$ cat config.mk
export PLATFORM = sky130hd
export DESIGN_NAME = cdm_seq8x8_flat
export DESIGN_NICKNAME = d
export VERILOG_FILES = /design/src/rtl/cdm_pkg.sv /design/src/rtl/cdm_seq8x8_if.sv /design/src/rtl/cd_core_8x4.sv /design/src/rtl/cdm_seq8x8.sv /design/src/flat_wrapper.sv
export SDC_FILE = /design/constraint.sdc
export NUM_CORES = 1
export LEC_CHECK = 0
export BUFFER_PORTS_ARGS = -buffer_cell sky130_fd_sc_hd__clkbuf_2
export CAP_MARGIN = 20
export CORE_UTILIZATION = 52
export DETAILED_ROUTE_END_ITERATION = 8
export PLACE_DENSITY = 0.8
export SYNTH_ARGS = -nofsm -noshare
export SYNTH_HDL_FRONTEND = slang
export SYNTH_SLANG_ARGS = --single-unit
$ cat constraint.sdc
create_clock -name clk -period 3.1 [get_ports clk]
set_input_delay 0.62 -clock clk [delete_from_list [all_inputs] [get_ports clk]]
set_output_delay 0.62 -clock clk [all_outputs]
set_load 0.05 [all_outputs]
$ cat src/rtl/cdm_pkg.sv
// Shared types and widths for the carry-disregard 8x8 sequencer and its 8x4 core.
// Pure declarations; no logic, no latency.
package cdm_pkg;

  localparam int OPA_W  = 8;
  localparam int NIB_W  = 4;
  localparam int CORE_W = 12;
  localparam int PROD_W = 16;
  localparam int CNT_W  = 16;

  typedef enum logic [1:0] {
    IDLE = 2'd0,
    LO   = 2'd1,
    HI   = 2'd2,
    DONE = 2'd3
  } state_e;

endpackage

$ cat src/rtl/cdm_seq8x8_if.sv
// Operand/result valid-ready bundle between producer, sequencer and consumer.
// The slave modport is the sequencer's view; master is the producer/consumer side.
interface cdm_seq8x8_if;
  import cdm_pkg::*;

  logic              in_valid;
  logic              in_ready;
  logic [OPA_W-1:0]  in_a;
  logic [OPA_W-1:0]  in_b;
  logic              out_valid;
  logic              out_ready;
  logic [PROD_W-1:0] out_p;

  modport slave (
    input  in_valid, in_a, in_b, out_ready,
    output in_ready, out_valid, out_p
  );

  modport master (
    output in_valid, in_a, in_b, out_ready,
    input  in_ready, out_valid, out_p
  );

endinterface

$ cat src/rtl/cd_core_8x4.sv
// Combinational 8x4 carry-disregard multiplier core, 12-bit result, zero latency.
// Rows 1-2 fold in by XOR; row 3 uses XOR below column 9 and a half-adder chain above.
module cd_core_8x4
  import cdm_pkg::*;
(
  input  logic [OPA_W-1:0]  a_i,
  input  logic [NIB_W-1:0]  b_i,
  output logic [CORE_W-1:0] p_o
);

  logic [OPA_W-1:0] pp0, pp1, pp2, pp3;
  logic [8:0]       sum01;
  logic [9:0]       sum012;
  logic [8:0]       low;
  logic             s9, c9, s10, c10;

  always_comb begin
    pp0 = a_i & {OPA_W{b_i[0]}};
    pp1 = a_i & {OPA_W{b_i[1]}};
    pp2 = a_i & {OPA_W{b_i[2]}};
    pp3 = a_i & {OPA_W{b_i[3]}};

    sum01  = {1'b0, pp0} ^ {pp1, 1'b0};
    sum012 = {1'b0, sum01} ^ {pp2, 2'b00};

    // Only the top two columns of row 3 keep their carries; c10 becomes bit 11.
    low = sum012[8:0] ^ {pp3[5:0], 3'b000};
    s9  = sum012[9] ^ pp3[6];
    c9  = sum012[9] & pp3[6];
    s10 = pp3[7] ^ c9;
    c10 = pp3[7] & c9;

    p_o = {c10, s10, s9, low};
  end

endmodule

$ cat src/rtl/cdm_seq8x8.sv
// Approximate 8x8 multiply by running one 8x4 carry-disregard core over each B nibble.
// Latency 0-2 cycles after accept; result held in DONE until out_ready, in_ready only in IDLE.
module cdm_seq8x8
  import cdm_pkg::*;
#(
  parameter bit SKIP_ZERO = 1'b1
) (
  input  logic              clk,
  input  logic              rst_n,
  cdm_seq8x8_if.slave       bus,
  output logic              busy,
  output logic [CNT_W-1:0]  op_count
);

  state_e             state_q, state_d;
  logic [OPA_W-1:0]   a_q, a_d;
  logic [OPA_W-1:0]   b_q, b_d;
  logic [PROD_W-1:0]  acc_q, acc_d;
  logic [PROD_W-1:0]  out_p_q, out_p_d;
  logic               out_valid_q, out_valid_d;
  logic [CNT_W-1:0]   op_count_q, op_count_d;
  logic [NIB_W-1:0]   core_b;
  logic [CORE_W-1:0]  core_p;

  assign core_b = (state_q == HI) ? b_q[OPA_W-1:NIB_W] : b_q[NIB_W-1:0];

  cd_core_8x4 u_core (
    .a_i (a_q),
    .b_i (core_b),
    .p_o (core_p)
  );

  always_comb begin
    state_d     = state_q;
    a_d         = a_q;
    b_d         = b_q;
    acc_d       = acc_q;
    out_p_d     = out_p_q;
    out_valid_d = out_valid_q;
    op_count_d  = op_count_q;

    case (state_q)
      IDLE: begin
        if (bus.in_valid) begin
          a_d   = bus.in_a;
          b_d   = bus.in_b;
          acc_d = '0;
          if (!SKIP_ZERO)
            state_d = LO;
          else if (bus.in_b == '0)
            state_d = DONE;
          else if (bus.in_b[NIB_W-1:0] == '0)
            state_d = HI;
          else
            state_d = LO;
        end
      end
      LO: begin
        acc_d   = PROD_W'(core_p);
        state_d = (SKIP_ZERO && (b_q[OPA_W-1:NIB_W] == '0)) ? DONE : HI;
      end
      HI: begin
        acc_d   = acc_q + (PROD_W'(core_p) << NIB_W);
        state_d = DONE;
      end
      DONE: begin
        if (bus.out_ready) begin
          out_valid_d = 1'b0;
          if (op_count_q != '1)
            op_count_d = op_count_q + CNT_W'(1);
          state_d = IDLE;
        end
      end
      default: state_d = IDLE;
    endcase

    // Load the result on the edge that enters DONE, whichever state we came from.
    if ((state_d == DONE) && (state_q != DONE)) begin
      out_p_d     = acc_d;
      out_valid_d = 1'b1;
    end
  end

  always_ff @(posedge clk or negedge rst_n) begin
    if (!rst_n) begin
      state_q     <= IDLE;
      a_q         <= '0;
      b_q         <= '0;
      acc_q       <= '0;
      out_p_q     <= '0;
      out_valid_q <= 1'b0;
      op_count_q  <= '0;
    end else begin
      state_q     <= state_d;
      a_q         <= a_d;
      b_q         <= b_d;
      acc_q       <= acc_d;
      out_p_q     <= out_p_d;
      out_valid_q <= out_valid_d;
      op_count_q  <= op_count_d;
    end
  end

  assign bus.in_ready  = (state_q == IDLE);
  assign bus.out_valid = out_valid_q;
  assign bus.out_p     = out_p_q;
  assign busy          = (state_q != IDLE);
  assign op_count      = op_count_q;

endmodule

$ cat src/flat_wrapper.sv
// flat-port wrapper written by rule: the top's interface ports become plain ports
module cdm_seq8x8_flat import cdm_pkg::*;
#(
  parameter bit SKIP_ZERO = 1'b1
)
  (clk, rst_n, busy, op_count, bus_in_valid, bus_in_a, bus_in_b, bus_out_ready, bus_in_ready, bus_out_valid, bus_out_p);
  cdm_seq8x8_if bus_i ();
  input  logic clk;
  input  logic rst_n;
  output logic busy;
  output logic [CNT_W-1:0] op_count;
  input wire logic [$bits(bus_i.in_valid)-1:0] bus_in_valid;
  input wire logic [$bits(bus_i.in_a)-1:0] bus_in_a;
  input wire logic [$bits(bus_i.in_b)-1:0] bus_in_b;
  input wire logic [$bits(bus_i.out_ready)-1:0] bus_out_ready;
  output wire logic [$bits(bus_i.in_ready)-1:0] bus_in_ready;
  output wire logic [$bits(bus_i.out_valid)-1:0] bus_out_valid;
  output wire logic [$bits(bus_i.out_p)-1:0] bus_out_p;
  assign bus_i.in_valid = bus_in_valid;
  assign bus_i.in_a = bus_in_a;
  assign bus_i.in_b = bus_in_b;
  assign bus_i.out_ready = bus_out_ready;
  assign bus_in_ready = bus_i.in_ready;
  assign bus_out_valid = bus_i.out_valid;
  assign bus_out_p = bus_i.out_p;
  cdm_seq8x8 #(.SKIP_ZERO(SKIP_ZERO)) u_core (.clk(clk), .rst_n(rst_n), .bus(bus_i), .busy(busy), .op_count(op_count));
endmodule
# --- Yosys cells after proc, flatten, opt, wreduce, memory -nomap -nowiden ---
# Index checks and enable logic that the tools add are counted.
# Widths: inputs -> output; s select.
word_totals:
  register_bits: 67
  in_bits: 20
  output_inout_bits: 35
  word_cells: 49
classes:
  add_sub_neg: 2
  eq_ne: 6
  mux: 12
  n_bitwise: 11
  n_reduce_logical: 11
ops:
  columns: ["cell", "count"]
  rows:
  - ["$pmux 16 s3", 1]
  - ["$and 8x8->8", 4]
  - ["$add 16x1->16 const B", 1]
  - ["$add 16x16->16", 1]
  - ["$mux 16", 1]
  - ["$ne 16x16->1 const B", 1]
  - ["$xor 9x10->10", 1]
  - ["$xor 8x9->9", 1]
  - ["$xor 9x9->9", 1]
  - ["$logic_not 4->1", 2]
  - ["$logic_not 8->1", 1]
  - ["$mux 2", 4]
  - ["$pmux 2 s4", 1]
  - ["$eq 2x2->1 const B", 3]
  - ["$reduce_bool 2->1", 3]
  - ["$mux 1", 4]
  - ["$mux 4", 1]
  - ["$reduce_and 2->1", 2]
  - ["$reduce_and 3->1", 1]
  - ["$and 1x1->1", 2]
  - ["$eq 2x1->1 const B", 1]
  - ["$logic_not 2->1", 1]
  - ["$ne 2x2->1 const B", 1]
  - ["$xor 1x1->1", 2]
  - ["$logic_and 1x1->1", 1]

# --- Longest topological paths before layout ---
logic_depth:
  word_depth: 9
  ltp_mapped: 15
  ltp_nobuf: 13

# --- By module ---
# From an unflattened synthesis, not the netlist that was laid out.
unflattened:
  cells_unflattened: 379
  area_unflattened_um2: 3842.4
modules_own_cells:
  columns: ["module", "n_inst", "cells_per_inst", "area_per_inst_um2", "seq_area_each_um2"]
  rows:
  - ["cdm_seq8x8", 1, 321, 3484.6, 1676.6]
  - ["cd_core_8x4", 1, 58, 357.8, 0.0]

# --- Least setup slack after synthesis ---
# OpenSTA, ideal clock, no wires.
synth_timing:
  path_type: "reg2reg"
  start: "register u_core.state_q[1]"
  end: "register u_core.acc_q[15]"
  t_arrival_ns: 3.081
  t_required_ns: 2.970
  setup_slack_ns: -0.111
  path_stages_with_launch: 15
  n_path_buf: 2
  path_cell_list: "dfrtp_1 buf_4 nand2b_4 buf_6 mux2_2 nand2_1 xor2_1 xor2_1 ha_1 and3_1 a221oi_1 o221a_2 nor2_1 a221oi_1 nand2_1"
synth_between:
  elab_chain_cells: 8
  elab_cells_between_ends: 17
synth_rtl:
  columns: ["element", "line_no", "text"]
  rows:
  - ["from (decl)", "cdm_seq8x8.sv:15", "state_e state_q, state_d;"]
  - ["from (signal assigned)", "cdm_seq8x8.sv:94", "state_q <= state_d;"]
  - ["$eq 2x2->1", "cdm_seq8x8.sv:25, cdm_seq8x8.sv:42", null]
  - ["$mux 4", "cdm_seq8x8.sv:25", "assign core_b = (state_q == HI) ? b_q[OPA_W-1:NIB_W] : b_q[NIB_W-1:0];"]
  - ["$and 8x8->8, on equally long branches", "cd_core_8x4.sv:18, cd_core_8x4.sv:19, cd_core_8x4.sv:20", null]
  - ["$xor 8x9->9 or $xor 9x10->10 (tied branches)", "cd_core_8x4.sv:23, cd_core_8x4.sv:24", null]
  - ["$xor 9x10->10 or $and 1x1->1 (tied branches)", "cd_core_8x4.sv:24, cd_core_8x4.sv:29", null]
  - ["$xor 9x9->9 (tied with other cells)", "cd_core_8x4.sv:27", "low = sum012[8:0] ^ {pp3[5:0], 3'b000};"]
  - ["$add 16x16->16", "cdm_seq8x8.sv:63", "acc_d = acc_q + (PROD_W'(core_p) << NIB_W);"]
  - ["$pmux 16 s3 (*)", "cdm_seq8x8.sv:42", "case (state_q)"]
  - ["net u_core.acc_d[15]", "cdm_seq8x8.sv:18", "logic [PROD_W-1:0] acc_q, acc_d;"]
  - ["to (signal assigned)", "cdm_seq8x8.sv:89", "acc_q <= '0;"]
  - ["to (signal assigned)", "cdm_seq8x8.sv:97", "acc_q <= acc_d;"]
  - ["to (decl)", "cdm_seq8x8.sv:18", null]
# Mark *: on every way through the listed nets, which the timed path passes. The rest lies on a longest branch.
# A chain may end at the register's enable or synchronous reset.

# --- Worst setup path in the final report ---
layout_timing:
  start: "register u_core.state_q[0]"
  end: "register u_core.out_p_q[10] (netlist: u_core.bus.out_p[10])"
layout_between:
  elab_chain_cells: 8
  elab_cells_between_ends: 22
layout_rtl:
  columns: ["element", "line_no", "text"]
  rows:
  - ["$eq 2x2->1", "cdm_seq8x8.sv:25, cdm_seq8x8.sv:42", null]
  - ["$mux 4", "cdm_seq8x8.sv:25", null]
  - ["$and 8x8->8, on equally long branches", "cd_core_8x4.sv:18, cd_core_8x4.sv:19", null]
  - ["$xor 8x9->9", "cd_core_8x4.sv:23", "sum01 = {1'b0, pp0} ^ {pp1, 1'b0};"]
  - ["$xor 9x10->10", "cd_core_8x4.sv:24", "sum012 = {1'b0, sum01} ^ {pp2, 2'b00};"]
  - ["$xor 9x9->9", "cd_core_8x4.sv:27", null]
  - ["$add 16x16->16", "cdm_seq8x8.sv:63", null]
  - ["$pmux 16 s3 (*)", "cdm_seq8x8.sv:42", null]
  - ["net u_core.acc_d[10]", "cdm_seq8x8.sv:18", null]
  - ["to (signal assigned)", "cdm_seq8x8.sv:98", "out_p_q <= out_p_d;"]
  - ["to (decl)", "cdm_seq8x8.sv:19", "logic [PROD_W-1:0] out_p_q, out_p_d;"]
# Marked as above.

==> results.md <==
- Status: finished clean
- Insertion delay of the later-clocked pin in the worst-skew pair: between 0.3 and 0.4 ns
- Synth cell types: 50
- Initial detailed-routing violation count: roughly 190
- Biggest area contributors in the synthesized netlist: dfrtp_1 (45%), mux2_2 (6.3%), nand2_1 (5.7%)
- Vias in the first global route: between 2,000 and 3,000
- Achievable Freq: ~330 MHz
- Die H: 86.7 um
- Initial antenna violation count: 0
- Post-DR wirelength/cell: between 15 and 20 um
- Complex-gate fraction of the synthesized area: 11.9%
- Aggregate global-route resource usage: between 20 and 30%
- Cell accounting for the most synthesized area: dfrtp_1
- Period utilization: roughly 100%
- Std cell rows: 30
- Dominant combinational cell family by area after synthesis: simple AND/OR/NAND/NOR gates
- Synthesis-stage register bit count: between 60 and 70
- Die area: 7510 um^2
- Core Area: between 6000 and 7000 um^2
- WP data required: 3.34 ns
- Simple-gate share of the synthesized area: between 10% and 20%
- # Max-Cap Violations: 0
- Clock tree from TritonCTS: yes
- Total of warnings raised by yosys: 0
- Post-CTS Hold Fix Bufs: 0
- Post-DRT Antenna Nets: 0
- Remaining global-route overflow: 0
- Pin count of the biggest net entering global routing: 68
- Adder-cell share of the synthesized area: under 10%
- Port Buffers: 54
- Max Buffers Root-to-Sink: 2
- Worst slack on hold paths: approximately 0.24 ns
- Number of clock buffers inserted by TritonCTS: 9
- Final-stage net count: ~470
- Most numerous cell in the Yosys netlist: dfrtp_1
- Top FF cell, synth: dfrtp_1
- Area delta synth->final: 24.4%
- Sequential element share of the synthesized area: between 40% and 50%
- Routed wire length: just over 9000 um
- Number of flops mapped to enable cells by yosys: 0
- Post-Syn Area: between 3000 and 4000 um^2
- Count of inserted antenna diode cells: 0
- Slowest Stage Delay on Critical Path: ~0.47 ns
- Nature of the critical path startpoint: flip-flop
- CTS clock-pin slew for the worst setup and hold paths: 0.08 ns
- Hold WC Path Type: input pin to async pin
- Post-route DRC: 0
- FF/Latch Area: approximately 1700 um^2
- Setup Total Neg Slack: 0 ns
- Max H-tree Level: 3
- Initial core utilization: a little over half
- Xor/xnor cell area share of the yosys netlist: between 10% and 20%
- Filler Cell Count: between 500 and 600
- Per-cell via count in the routed design: 5.62
- Count of final setup violators: 0
- Number of standard cells after synthesis: between 300 and 400
- Post-synthesis average cell area: 10.6 um^2
- Total count of max-transition violations in the final report: 0
- Worst Path Class, Setup: flip-flop to flip-flop
- Max_slew headroom: between 50 and 60%
- Detail Placement HPWL: ~6300 um
- Final Worst Setup Slack: roughly 0.063 ns
- Final standard cell utilization of the core: a little under 70%
- # IOs: 55
- Worst Setup Slack post-DPL: -0.197 ns
- Portion of netlist area occupied by mux cells: 9.84%
- Slowest stage cell, crit path: xnor3_2
- First-pass detailed-route iteration total: 4
- # clock sinks: 67
- Proportion of layout cells with a drive suffix above 1: between 30% and 40%
- Worst clock skew on the final layout: around 0.010 ns
- Post-layout minimum cycle time: roughly 3.0 ns
- Transition time of the tightest slew-check pin: 0.740 ns
- Clock root buffer: clkbuf_8
- Area fraction of the dominant cell type after synthesis: between 40% and 50%
- Ordered list of cells on the worst path: nand2b_4 > mux2_4 > nand2_1 > xnor3_2 > ha_1 > buf_4 > a311oi_4 > xor2_1 > o21ai_1 > mux2_1
- Vias: around 3,000
- Global-route wire length before repair: between 10,000 and 15,000 um
- Chip width: 86.7 um
- Synth cell count leaders: dfrtp_1 (67), nand2_1 (57), xnor2_1 (22), mux2_2 (21), a21oi_1 (16)
- R2R depth: 10
- CP Capture Type: flip-flop
- Number of hold-slack violations in the final timing report: 0
- Final estimated routing congestion in global placement: ~0.89
- Worst-path maximum fanout: 8
- Fraction of synthesis flops using an asynchronous set or reset pin: between 90% and 100%
- Total area of multi-input combinational cells: between 2000 and 2500 um^2
- Arrival time of data at the critical path endpoint: 3.28 ns
- Net Count, Synth: slightly below 400
-- layout by cell type (no fill, tap or decap), types with 8 or more instances in the layout --
master / n
xor2_1: 14
clkbuf_2: 53
nand3_1: 11
and3_1: 9
xnor2_1: 22
buf_4: 28
mux2_2: 20
dfrtp_1: 66
nand2_1: 55
nor2_1: 12
inv_1: 8
a21oi_1: 15
clkbuf_8: 9
ha_1: 12
and2_1: 8
-- worst max-delay path: cells and delay by family, from the launching register on --
kind                     cells  cell delay, ns
XOR/XNOR                     2            0.66
multiplexers                 2            0.65
AO/OA/AOI/OAI                2            0.47
flip-flops                   1            0.40
adder cells (fa/ha/maj)      1            0.30
AND/OR/NAND/NOR              2            0.29
buffers and inverters        1            0.16
-- through the flow --
| step | instances | instance area [um^2] |
|---|---|---|
| floorplan | 352 | 3740 |
| global placement | 510 | 4230 |
| detailed placement | 510 | 4230 |
| CTS | 528 | 4510 |
| global route | 537 | 4640 |
| finish | 537 | 4640 |
-- metal layers --
layer / up-vias / share of wire [%] / track usage [%]
met2: 107 / 52 / 44.9
met4: 0 / 2.5 / 8.94
met3: 20 / 5.0 / 6.76
met5: - / 0 / 0
met1: 1480 / 40 / 31.3
li1: 1409 / - / -
-- worst paths after layout --
path | startpoint | end | slack [ns]
max in group asynchronous | rst_n | u_core.state_q[1]$_DFF_PN0_ | 2.52
min | rst_n | u_core.acc_q[12]$_DFF_PN0_ | 0.24
min reg2reg | u_core.bus.out_p[13]$_DFFE_PN0P_ | u_core.bus.out_p[13]$_DFFE_PN0P_ | 0.49
max reg2reg | u_core.state_q[0]$_DFF_PN0_ | u_core.bus.out_p[10]$_DFFE_PN0P_ | 0.06
max | u_core.state_q[0]$_DFF_PN0_ | u_core.bus.out_p[10]$_DFFE_PN0P_ | 0.06
min in group clk | u_core.bus.out_p[13]$_DFFE_PN0P_ | u_core.bus.out_p[13]$_DFFE_PN0P_ | 0.49
-- area by class of cell --
class,instances,share of cell area (%)
multi-input combinational,265,44.8
sequential,67,36.2
tap,96,2.59
clock buffer,9,2.67
clock inverter,7,2.16
timing repair buffer,83,10.8
inverter,10,0.809
-- what timing repair did --
action / in CTS / in global routing
setup endpoints to repair: 7 / 12
endpoints found under the hold margin: 0 / 0
buffers inserted: 2 / 9
resized for setup: 8 / 13
pin swaps: 3 / 13
-- registers in the layout (all words and copies together) (netlist names) --
name / cells
u_core.op_count: 16
u_core.b_q: 8
u_core.bus.out_valid: 1
u_core.acc_q: 16
u_core.a_q: 8
u_core.bus.out_p: 16
u_core.state_q: 2
-- kinds of logic after synthesis --
group,after synthesis
fa+ha+maj,16
simple gates,117
compound gates,61
mux,32
flops,67
xor+xnor,39
buf+inv,20
Power is left out: the tool's default activity adds up to more than one toggle a clock period on the data nets, which glitch-free logic cannot reach.
